File: src/rtl/uart_pkg.sv
// Shared types for the UART stream transceiver.
//   parity_t : parity mode selector (NONE/EVEN/ODD/MARK/SPACE)
package uart_pkg;
   typedef enum logic [2:0] {NONE, EVEN, ODD, MARK, SPACE} parity_t;
endpackage

File: src/rtl/uart_stream.sv
// UART transceiver: 16x oversampled RX with 7/8/9 majority vote, runtime baud
// divisor latched per frame, valid/ready streams and per-word error reporting.
// Ports:
//   clk, rst_          clock, asynchronous active-low reset
//   div                oversampling tick period - 1 (bit = 16*(div+1) clocks)
//   tx_data/valid/ready transmit stream (ready only while TX idle)
//   rx_data/valid/ready receive stream, held until accepted
//   rx_parity_err, rx_frame_err  flags of the word currently offered
//   rx_overrun, rx_break         single-cycle event pulses
//   busy               TX or RX FSM not idle
//   rx, tx             serial pins (idle high)
//   loopback           only with UART_LOOPBACK_EN: RX fed from internal TX, tx pin held 1
module uart_stream
   import uart_pkg::*;
#(
   parameter int unsigned DATA_  = 8,
   parameter int unsigned STOP_  = 1,
   parameter parity_t     PARITY = NONE,
   parameter int unsigned DIV_   = 16
) (
   input  logic             clk,
   input  logic             rst_,
   input  logic [DIV_-1:0]  div,
   input  logic [DATA_-1:0] tx_data,
   input  logic             tx_valid,
   output logic             tx_ready,
   output logic [DATA_-1:0] rx_data,
   output logic             rx_valid,
   input  logic             rx_ready,
   output logic             rx_parity_err,
   output logic             rx_frame_err,
   output logic             rx_overrun,
   output logic             rx_break,
   output logic             busy,
   input  logic             rx,
`ifdef UART_LOOPBACK_EN
   input  logic             loopback,
`endif
   output logic             tx
);

   localparam int unsigned CNT_W  = DIV_ + 4;
   localparam bit          PAR_EN = (PARITY != NONE);

   typedef enum logic [2:0] {T_IDLE, T_START, T_DATA, T_PAR, T_STOP} tx_state_t;
   typedef enum logic [2:0] {R_IDLE, R_START, R_DATA, R_PAR, R_STOP, R_WAIT} rx_state_t;

   function automatic logic par_bit(input logic [DATA_-1:0] d);
      case (PARITY)
         EVEN:    return ^d;
         ODD:     return ~^d;
         MARK:    return 1'b1;
         default: return 1'b0;
      endcase
   endfunction

   // TX state
   tx_state_t        tx_state_q, tx_state_d;
   logic [DIV_-1:0]  tx_div_q, tx_div_d;
   logic [CNT_W-1:0] tx_cnt_q, tx_cnt_d;
   logic [3:0]       tx_idx_q, tx_idx_d;
   logic [DATA_-1:0] tx_shift_q, tx_shift_d;
   logic             tx_par_q, tx_par_d;
   logic             tx_bit_q, tx_bit_d;
   logic             tx_pin_q, tx_pin_d;
   logic             tx_ready_q, tx_ready_d;

   // RX state
   rx_state_t        rx_state_q, rx_state_d;
   logic             rx_s1_q, rx_s2_q, rx_prev_q;
   logic [DIV_-1:0]  rx_div_q, rx_div_d;
   logic [DIV_-1:0]  rx_pre_q, rx_pre_d;
   logic [3:0]       rx_tick_q, rx_tick_d;
   logic [3:0]       rx_idx_q, rx_idx_d;
   logic [DATA_-1:0] rx_shift_q, rx_shift_d;
   logic             rx_par_q, rx_par_d;
   logic             rx_stop0_q, rx_stop0_d;
   logic             rx_ferr_q, rx_ferr_d;
   logic [1:0]       rx_smp_q, rx_smp_d;

   // RX output registers
   logic [DATA_-1:0] rx_word_q, rx_word_d;
   logic             rx_valid_q, rx_valid_d;
   logic             rx_perr_q, rx_perr_d;
   logic             rx_ferr_out_q, rx_ferr_out_d;
   logic             rx_ovr_q, rx_ovr_d;
   logic             rx_brk_q, rx_brk_d;
   logic             busy_q, busy_d;

   logic lb_c, rx_in_c, tick_c, maj_c, done_c, brk_c, stop0_c, ferr_c;

`ifdef UART_LOOPBACK_EN
   assign lb_c    = loopback;
   assign rx_in_c = loopback ? tx_bit_q : rx;
`else
   assign lb_c    = 1'b0;
   assign rx_in_c = rx;
`endif

   assign tick_c = (rx_pre_q == rx_div_q);
   // majority of ticks 7, 8 and the live tick-9 sample
   assign maj_c  = (rx_smp_q[0] & rx_smp_q[1]) | (rx_smp_q[0] & rx_s2_q) | (rx_smp_q[1] & rx_s2_q);

   // TX next state: down-counter per bit; last stop ends one clock early so the
   // idle cycle that raises tx_ready is the final stop cycle (no gap back-to-back)
   always_comb begin
      tx_state_d = tx_state_q;
      tx_div_d   = tx_div_q;
      tx_cnt_d   = tx_cnt_q;
      tx_idx_d   = tx_idx_q;
      tx_shift_d = tx_shift_q;
      tx_par_d   = tx_par_q;
      tx_bit_d   = tx_bit_q;
      tx_ready_d = tx_ready_q;
      case (tx_state_q)
         T_IDLE: begin
            if (tx_valid) begin
               tx_state_d = T_START;
               tx_div_d   = div;
               tx_cnt_d   = {div, 4'hF};
               tx_shift_d = tx_data;
               tx_par_d   = par_bit(tx_data);
               tx_bit_d   = 1'b0;
               tx_ready_d = 1'b0;
            end
         end
         default: begin
            tx_cnt_d = tx_cnt_q - CNT_W'(1);
            if (tx_state_q == T_STOP && tx_idx_q == 4'(STOP_ - 1) && tx_cnt_q == CNT_W'(1)) begin
               tx_state_d = T_IDLE;
               tx_ready_d = 1'b1;
            end else if (tx_cnt_q == '0) begin
               tx_cnt_d = {tx_div_q, 4'hF};
               case (tx_state_q)
                  T_START: begin
                     tx_state_d = T_DATA;
                     tx_idx_d   = '0;
                     tx_bit_d   = tx_shift_q[0];
                     tx_shift_d = tx_shift_q >> 1;
                  end
                  T_DATA: begin
                     if (tx_idx_q == 4'(DATA_ - 1)) begin
                        tx_state_d = PAR_EN ? T_PAR : T_STOP;
                        tx_bit_d   = PAR_EN ? tx_par_q : 1'b1;
                        tx_idx_d   = '0;
                     end else begin
                        tx_idx_d   = tx_idx_q + 4'd1;
                        tx_bit_d   = tx_shift_q[0];
                        tx_shift_d = tx_shift_q >> 1;
                     end
                  end
                  T_PAR: begin
                     tx_state_d = T_STOP;
                     tx_bit_d   = 1'b1;
                     tx_idx_d   = '0;
                  end
                  default: tx_idx_d = tx_idx_q + 4'd1;
               endcase
            end
         end
      endcase
      tx_pin_d = tx_bit_d | lb_c;
   end

   // RX next state and output stage
   always_comb begin
      rx_state_d    = rx_state_q;
      rx_div_d      = rx_div_q;
      rx_pre_d      = rx_pre_q;
      rx_tick_d     = rx_tick_q;
      rx_idx_d      = rx_idx_q;
      rx_shift_d    = rx_shift_q;
      rx_par_d      = rx_par_q;
      rx_stop0_d    = rx_stop0_q;
      rx_ferr_d     = rx_ferr_q;
      rx_smp_d      = rx_smp_q;
      done_c        = 1'b0;
      brk_c         = 1'b0;
      stop0_c       = rx_stop0_q;
      ferr_c        = rx_ferr_q;
      case (rx_state_q)
         R_IDLE: begin
            if (rx_prev_q && !rx_s2_q) begin
               rx_state_d = R_START;
               rx_div_d   = div;
               rx_pre_d   = '0;
               rx_tick_d  = '0;
               rx_ferr_d  = 1'b0;
            end
         end
         R_WAIT: if (rx_s2_q) rx_state_d = R_IDLE;
         default: begin
            rx_pre_d = tick_c ? '0 : rx_pre_q + DIV_'(1);
            if (tick_c) begin
               rx_tick_d = rx_tick_q + 4'd1;
               if (rx_tick_q == 4'd7) rx_smp_d[0] = rx_s2_q;
               if (rx_tick_q == 4'd8) rx_smp_d[1] = rx_s2_q;
               if (rx_tick_q == 4'd9) begin
                  case (rx_state_q)
                     R_START: begin
                        rx_state_d = maj_c ? R_IDLE : R_DATA;
                        rx_idx_d   = '0;
                     end
                     R_DATA: begin
                        rx_shift_d = {maj_c, rx_shift_q[DATA_-1:1]};
                        if (rx_idx_q == 4'(DATA_ - 1)) begin
                           rx_state_d = PAR_EN ? R_PAR : R_STOP;
                           rx_idx_d   = '0;
                        end else begin
                           rx_idx_d = rx_idx_q + 4'd1;
                        end
                     end
                     R_PAR: begin
                        rx_par_d   = maj_c;
                        rx_state_d = R_STOP;
                        rx_idx_d   = '0;
                     end
                     default: begin
                        if (rx_idx_q == '0) stop0_c = maj_c;
                        ferr_c     = rx_ferr_q | ~maj_c;
                        rx_stop0_d = stop0_c;
                        rx_ferr_d  = ferr_c;
                        if (rx_idx_q == 4'(STOP_ - 1)) begin
                           done_c     = 1'b1;
                           brk_c      = (rx_shift_q == '0) && (!PAR_EN || !rx_par_q) && !stop0_c;
                           // after a break or bad stop, re-arm only once the line is high
                           rx_state_d = (brk_c || ferr_c) ? R_WAIT : R_IDLE;
                        end else begin
                           rx_idx_d = rx_idx_q + 4'd1;
                        end
                     end
                  endcase
               end
            end
         end
      endcase

      rx_word_d     = rx_word_q;
      rx_perr_d     = rx_perr_q;
      rx_ferr_out_d = rx_ferr_out_q;
      rx_valid_d    = rx_valid_q & ~rx_ready;
      rx_ovr_d      = 1'b0;
      rx_brk_d      = brk_c;
      if (done_c && !brk_c) begin
         if (rx_valid_q && !rx_ready) begin
            rx_ovr_d = 1'b1;
         end else begin
            rx_valid_d    = 1'b1;
            rx_word_d     = rx_shift_q;
            rx_perr_d     = PAR_EN && (rx_par_q != par_bit(rx_shift_q));
            rx_ferr_out_d = ferr_c;
         end
      end
   end

   assign busy_d = (tx_state_d != T_IDLE) || (rx_state_d != R_IDLE);

   always_ff @(posedge clk or negedge rst_) begin
      if (!rst_) begin
         tx_state_q    <= T_IDLE;
         tx_div_q      <= '0;
         tx_cnt_q      <= '0;
         tx_idx_q      <= '0;
         tx_shift_q    <= '0;
         tx_par_q      <= 1'b0;
         tx_bit_q      <= 1'b1;
         tx_pin_q      <= 1'b1;
         tx_ready_q    <= 1'b1;
         rx_state_q    <= R_IDLE;
         rx_s1_q       <= 1'b1;
         rx_s2_q       <= 1'b1;
         rx_prev_q     <= 1'b1;
         rx_div_q      <= '0;
         rx_pre_q      <= '0;
         rx_tick_q     <= '0;
         rx_idx_q      <= '0;
         rx_shift_q    <= '0;
         rx_par_q      <= 1'b0;
         rx_stop0_q    <= 1'b0;
         rx_ferr_q     <= 1'b0;
         rx_smp_q      <= '0;
         rx_word_q     <= '0;
         rx_valid_q    <= 1'b0;
         rx_perr_q     <= 1'b0;
         rx_ferr_out_q <= 1'b0;
         rx_ovr_q      <= 1'b0;
         rx_brk_q      <= 1'b0;
         busy_q        <= 1'b0;
      end else begin
         tx_state_q    <= tx_state_d;
         tx_div_q      <= tx_div_d;
         tx_cnt_q      <= tx_cnt_d;
         tx_idx_q      <= tx_idx_d;
         tx_shift_q    <= tx_shift_d;
         tx_par_q      <= tx_par_d;
         tx_bit_q      <= tx_bit_d;
         tx_pin_q      <= tx_pin_d;
         tx_ready_q    <= tx_ready_d;
         rx_state_q    <= rx_state_d;
         rx_s1_q       <= rx_in_c;
         rx_s2_q       <= rx_s1_q;
         rx_prev_q     <= rx_s2_q;
         rx_div_q      <= rx_div_d;
         rx_pre_q      <= rx_pre_d;
         rx_tick_q     <= rx_tick_d;
         rx_idx_q      <= rx_idx_d;
         rx_shift_q    <= rx_shift_d;
         rx_par_q      <= rx_par_d;
         rx_stop0_q    <= rx_stop0_d;
         rx_ferr_q     <= rx_ferr_d;
         rx_smp_q      <= rx_smp_d;
         rx_word_q     <= rx_word_d;
         rx_valid_q    <= rx_valid_d;
         rx_perr_q     <= rx_perr_d;
         rx_ferr_out_q <= rx_ferr_out_d;
         rx_ovr_q      <= rx_ovr_d;
         rx_brk_q      <= rx_brk_d;
         busy_q        <= busy_d;
      end
   end

   assign tx            = tx_pin_q;
   assign tx_ready      = tx_ready_q;
   assign rx_data       = rx_word_q;
   assign rx_valid      = rx_valid_q;
   assign rx_parity_err = rx_perr_q;
   assign rx_frame_err  = rx_ferr_out_q;
   assign rx_overrun    = rx_ovr_q;
   assign rx_break      = rx_brk_q;
   assign busy          = busy_q;

endmodule

File: config.mk
export PLATFORM = sky130hd
export DESIGN_NAME = uart_stream
export DESIGN_NICKNAME = d
export VERILOG_FILES = /design/src/rtl/uart_pkg.sv /design/src/rtl/uart_stream.sv
export SDC_FILE = /design/constraint.sdc
export NUM_CORES = 1
export LEC_CHECK = 0
export CAP_MARGIN = 20
export CELL_PAD_IN_SITES_DETAIL_PLACEMENT = 1
export CELL_PAD_IN_SITES_GLOBAL_PLACEMENT = 1
export CORE_UTILIZATION = 52
export CTS_BUF_LIST = sky130_fd_sc_hd__clkbuf_8
export CTS_CLUSTER_SIZE = 30
export DETAILED_ROUTE_END_ITERATION = 8
export DONT_BUFFER_PORTS = 1
export HOLD_SLACK_MARGIN = 0.1
export PLACE_DENSITY_LB_ADDON = 0.1
export SYNTH_ARGS = -nofsm -noshare
export SYNTH_HDL_FRONTEND = slang
export SYNTH_SLANG_ARGS = --single-unit
File: constraint.sdc
create_clock -name clk -period 2.8 [get_ports clk]
set_clock_uncertainty 0.2 [all_clocks]
set_input_delay 0.56 -clock clk [delete_from_list [all_inputs] [get_ports clk]]
set_output_delay 0.56 -clock clk [all_outputs]
set_load 0.005 [all_outputs]
==> parameters.txt <==
Parameter                              Value

Status
  Status ... finished, violations left
  Violations in the final reports ... DRC, hold timing

Setup path
  Worst EP arrival ... 2.83 ns
  Cell-by-cell trace of the critical path ... or4_1 -> nor4_1 -> buf_4 -> or3_1 -> buf_4 -> nand2_1 -> o211ai_1 -> o21ai_1
  Critical Setup Path Class ... register to register
  Worst path slowest cell ... or4_1
  Critical Path Most Common Cell ... buf_4
  Endpoint kind of the worst setup timing path ... register
  Type of element launching the critical path ... register
  Worst path max stage delay ... 0.53 ns
  Worst path required time ... 2.94 ns
  Critical Path Fanout Max ... 9

Timing
  Slew Limit Fails ... 0
  RSZ-0062 raised after global routing ... false
  Crit path time final ... 2.69 ns
  Setup tns final ... 0 ns
  Minimum hold slack ... -0.400 ns
  Final number of setup-violating endpoints ... 0
  Share of the clock period used by the worst path after layout ... 96.2%
  Remaining max-slew budget at the tightest pin ... 47.7%
  Number of failing hold endpoints at the final stage ... 124
  Final Worst Setup Slack ... 0.106 ns
  Max frequency ... 371 MHz
  Slew @ Worst Pin ... 0.785 ns

Synthesis
  Nets in the synthesized netlist ... 665
  Number of synthesized register bits ... 124
  Synth unique cells ... 60
  Ys flop type ... dfrtp_1
  Leading cell types by total area after synthesis ... dfrtp_1 48%, mux2_2 6.5%, nand2_1 5.2%
  Number of synthesis warnings ... 0
  Mean Syn Cell Area ... 9.95 µm²
  Post-synthesis instance area ... 6230 µm²
  Sequential-to-total area share from yosys stat ... 49.9%
  Share of Yosys cell area claimed by the top area cell type ... 47.8%
  Synthesized netlist cell count ... 626
  Cell taking the most area after synthesis ... dfrtp_1
  Fraction of synthesis flops using an asynchronous set or reset pin ... 100%
  Leading post-synthesis cells by instance count ... 119 x dfrtp_1, 86 x nand2_1, 43 x nor2_1
  Most used standard cell by instance count after synthesis ... dfrtp_1
  Count of flip-flops with a built-in enable after synthesis ... 0

Drt
  Total detailed-routing wirelength ... 17,500 µm
  Number of search-and-repair iterations in the first detailed-routing pass ... 7
  Number of routed nets with antenna violations ... 0
  Number of design-rule violations left by the first detailed-router iteration ... 380
  Routed length per instance ... 21.4 µm
  Vias ... 4,977
  Detailed-route DRC error count ... 2
  Post-DR vias/cell ... 6.10

Place
  IO buf count ... 0
  Worst Setup Slack post-DPL ... 0.0226 ns
  DPL Wire Length ... 11,000 µm
  Global placement routability congestion ... 0.823

Global routing
  Maximum number of pins on one net before global-route repair ... 125
  Number of antenna violations at the first check in global routing ... 0
  Via count of the first global-routing pass ... 5,257
  Global-route total usage across every layer ... 30.3%
  Total congestion overflow after global routing ... 0
  First-pass GRT wire length ... 28,900 µm

Power and ir drop
  Switching power as a share of total power ... 27.0%
  Proportion of power drawn by combinational gates ... 11.1%
  Leak pwr ... 0.00313 µW
  Cell internal pwr ... 3080 µW
  Cell area power density ... 591 nW/µm²
  Max IR drop VDD ... 0.386 mV
  Power spent charging and discharging nets ... 1140 µW
  Portion of total power attributed to sequential cells ... 49.6%
  Proportion of power drawn by the clock network ... 39.3%

Clock network
  CTS tree ... built
  Root buffer selected by CTS ... clkbuf_8
  Post-CTS setup-driven buffer insertion count ... 0
  Cts hold-fix bufs ... 22
  Clock buffer depth ... 2
  Clock slew at reported path FFs ... 0.07 ns
  Worst-Skew Late Latency ... 0.46 ns
  Clock net sink count ... 124
  H-tree levels ... 4
  CTS Buf Count ... 17

Floorplan
  Initial Utilization ... 53.9%
  DIE HEIGHT ... 111 µm
  Top-level port count ... 45
  Die Width ... 111 µm
  Die ar. ... 12,400 µm²
  Placeable Area ... 11,600 µm²
  Placement row count ... 39

Finish
  Total Nets Final ... 699
  Syn-to-layout area delta ... 14.6%
  Share of post-route cells with drive strength above 1 ... 15.8%
  Finished Core Util ... 61.7%
  Inserted Diodes ... 0

Run
  Max capacitance violation total ... 0

Hold path
  Type of the most critical hold path ... input pin to async pin
==> cells by family after synthesis <==
| group | count (synthesis) | share of synthesized area, % |
|---|---|---|
| AND/OR/NAND/NOR | 238 | 18.7 |
| flip-flops | 124 | 49.9 |
| AO/OA/AOI/OAI | 109 | 11.0 |
| multiplexers | 55 | 9.56 |
| buffers and inverters | 49 | 3.13 |
| XOR/XNOR | 39 | 5.48 |
| adder cells (fa/ha/maj) | 11 | 2.17 |
| other | 1 | 0.0602 |
==> power by group through the flow <==
| stage | sequential (µW) | clock, µW | combinational (µW) |
|---|---|---|---|
| finish | 2090 | 1660 | 468 |
| floorplan | 2060 | 0 | 329 |
| CTS | 2090 | 1680 | 450 |
| global placement | 2110 | 0 | 376 |
| global route | 2100 | 1760 | 510 |
| detailed placement | 2120 | 0 | 407 |
==> final timing paths <==
path                                  start      endpoint  slack [ns]  cells after the start
worst max-delay path            tx_cnt_q[2]   tx_cnt_q[7]        0.11                      8
worst min-delay path                   rst_      rx_break       -0.40                      0
worst max register to register  tx_cnt_q[2]   tx_cnt_q[7]        0.11                      8
worst min register to register      rx_s1_q       rx_s2_q        0.18                      0
max in group asynchronous              rst_            tx        2.55                      0
min in group clk                    div[10]  tx_cnt_q[14]        0.12                      2
==> placed cells by master (no fill, tap or decap), drive strengths merged, types with 6 or more instances in the layout <==
cell type and n:
o21ai 43, dlygate4sd3 22, mux2i 19, o211ai 12, buf 23, xnor2 24, a31oi 6, nand3 21
nand2b 6, a21oi 16, mux2 36, xor2 15, inv 20, ha 10, and3 11, nor4 10
nor3 17, nand4 12, dfrtp 119, clkbuf 19, nand2 86, nor2 43
==> metal layers <==
metal	track usage, %	wire length (µm)	part of all wire [%]
met4	11.2	374	2.1
met1	38.6	7480	43
met5	0	0	0
met2	50.6	8860	51
met3	6.91	733	4.2
==> area by class of cell <==
type                            instances  area (µm²)
Clock buffer                           19         262
Sequential cell                       124        3110
Clock inverter                         13         151
Fill cell                            1264        4430
Tap cell                              143         179
Timing Repair Buffer                   45         405
Inverter                               19        71.3
Multi-Input combinational cell        453        2960
==> per-stage QoR <==
step	std cells	total power [µW]	cell area, µm²
global route	816	4370	7140
CTS	816	4220	7110
global placement	762	2490	6470
detailed placement	762	2520	6470
finish	816	4220	7140
floorplan	626	2390	6230
==> critical path: cells and delay by family, from the launching register on <==
kind	cells	cell delay (ns)
flip-flops	1	0.46
buffers and inverters	2	0.44
AND/OR/NAND/NOR	4	1.26
AO/OA/AOI/OAI	2	0.21
==> repair_timing <==
| item | 4_1_cts | 5_1_grt |
|---|---|---|
| setup endpoints to repair | 1 | 19 |
| resized for setup | 1 | 5 |
| endpoints found under the hold margin | 173 | 124 |
| pin swaps | 0 | 1 |
==> registers in the layout, indices dropped and copies added (netlist names), 2 cells and up <==
name	count
rx_idx_q	4
rx_smp_q	2
rx_tick_q	4
tx_shift_q	8
rx_state_q	3
rx_data	8
rx_div_q	16
tx_cnt_q	20
tx_div_q	16
tx_idx_q	4
rx_pre_q	16
tx_state_q	3
rx_shift_q	8
Power figures use the tool's default switching activity.
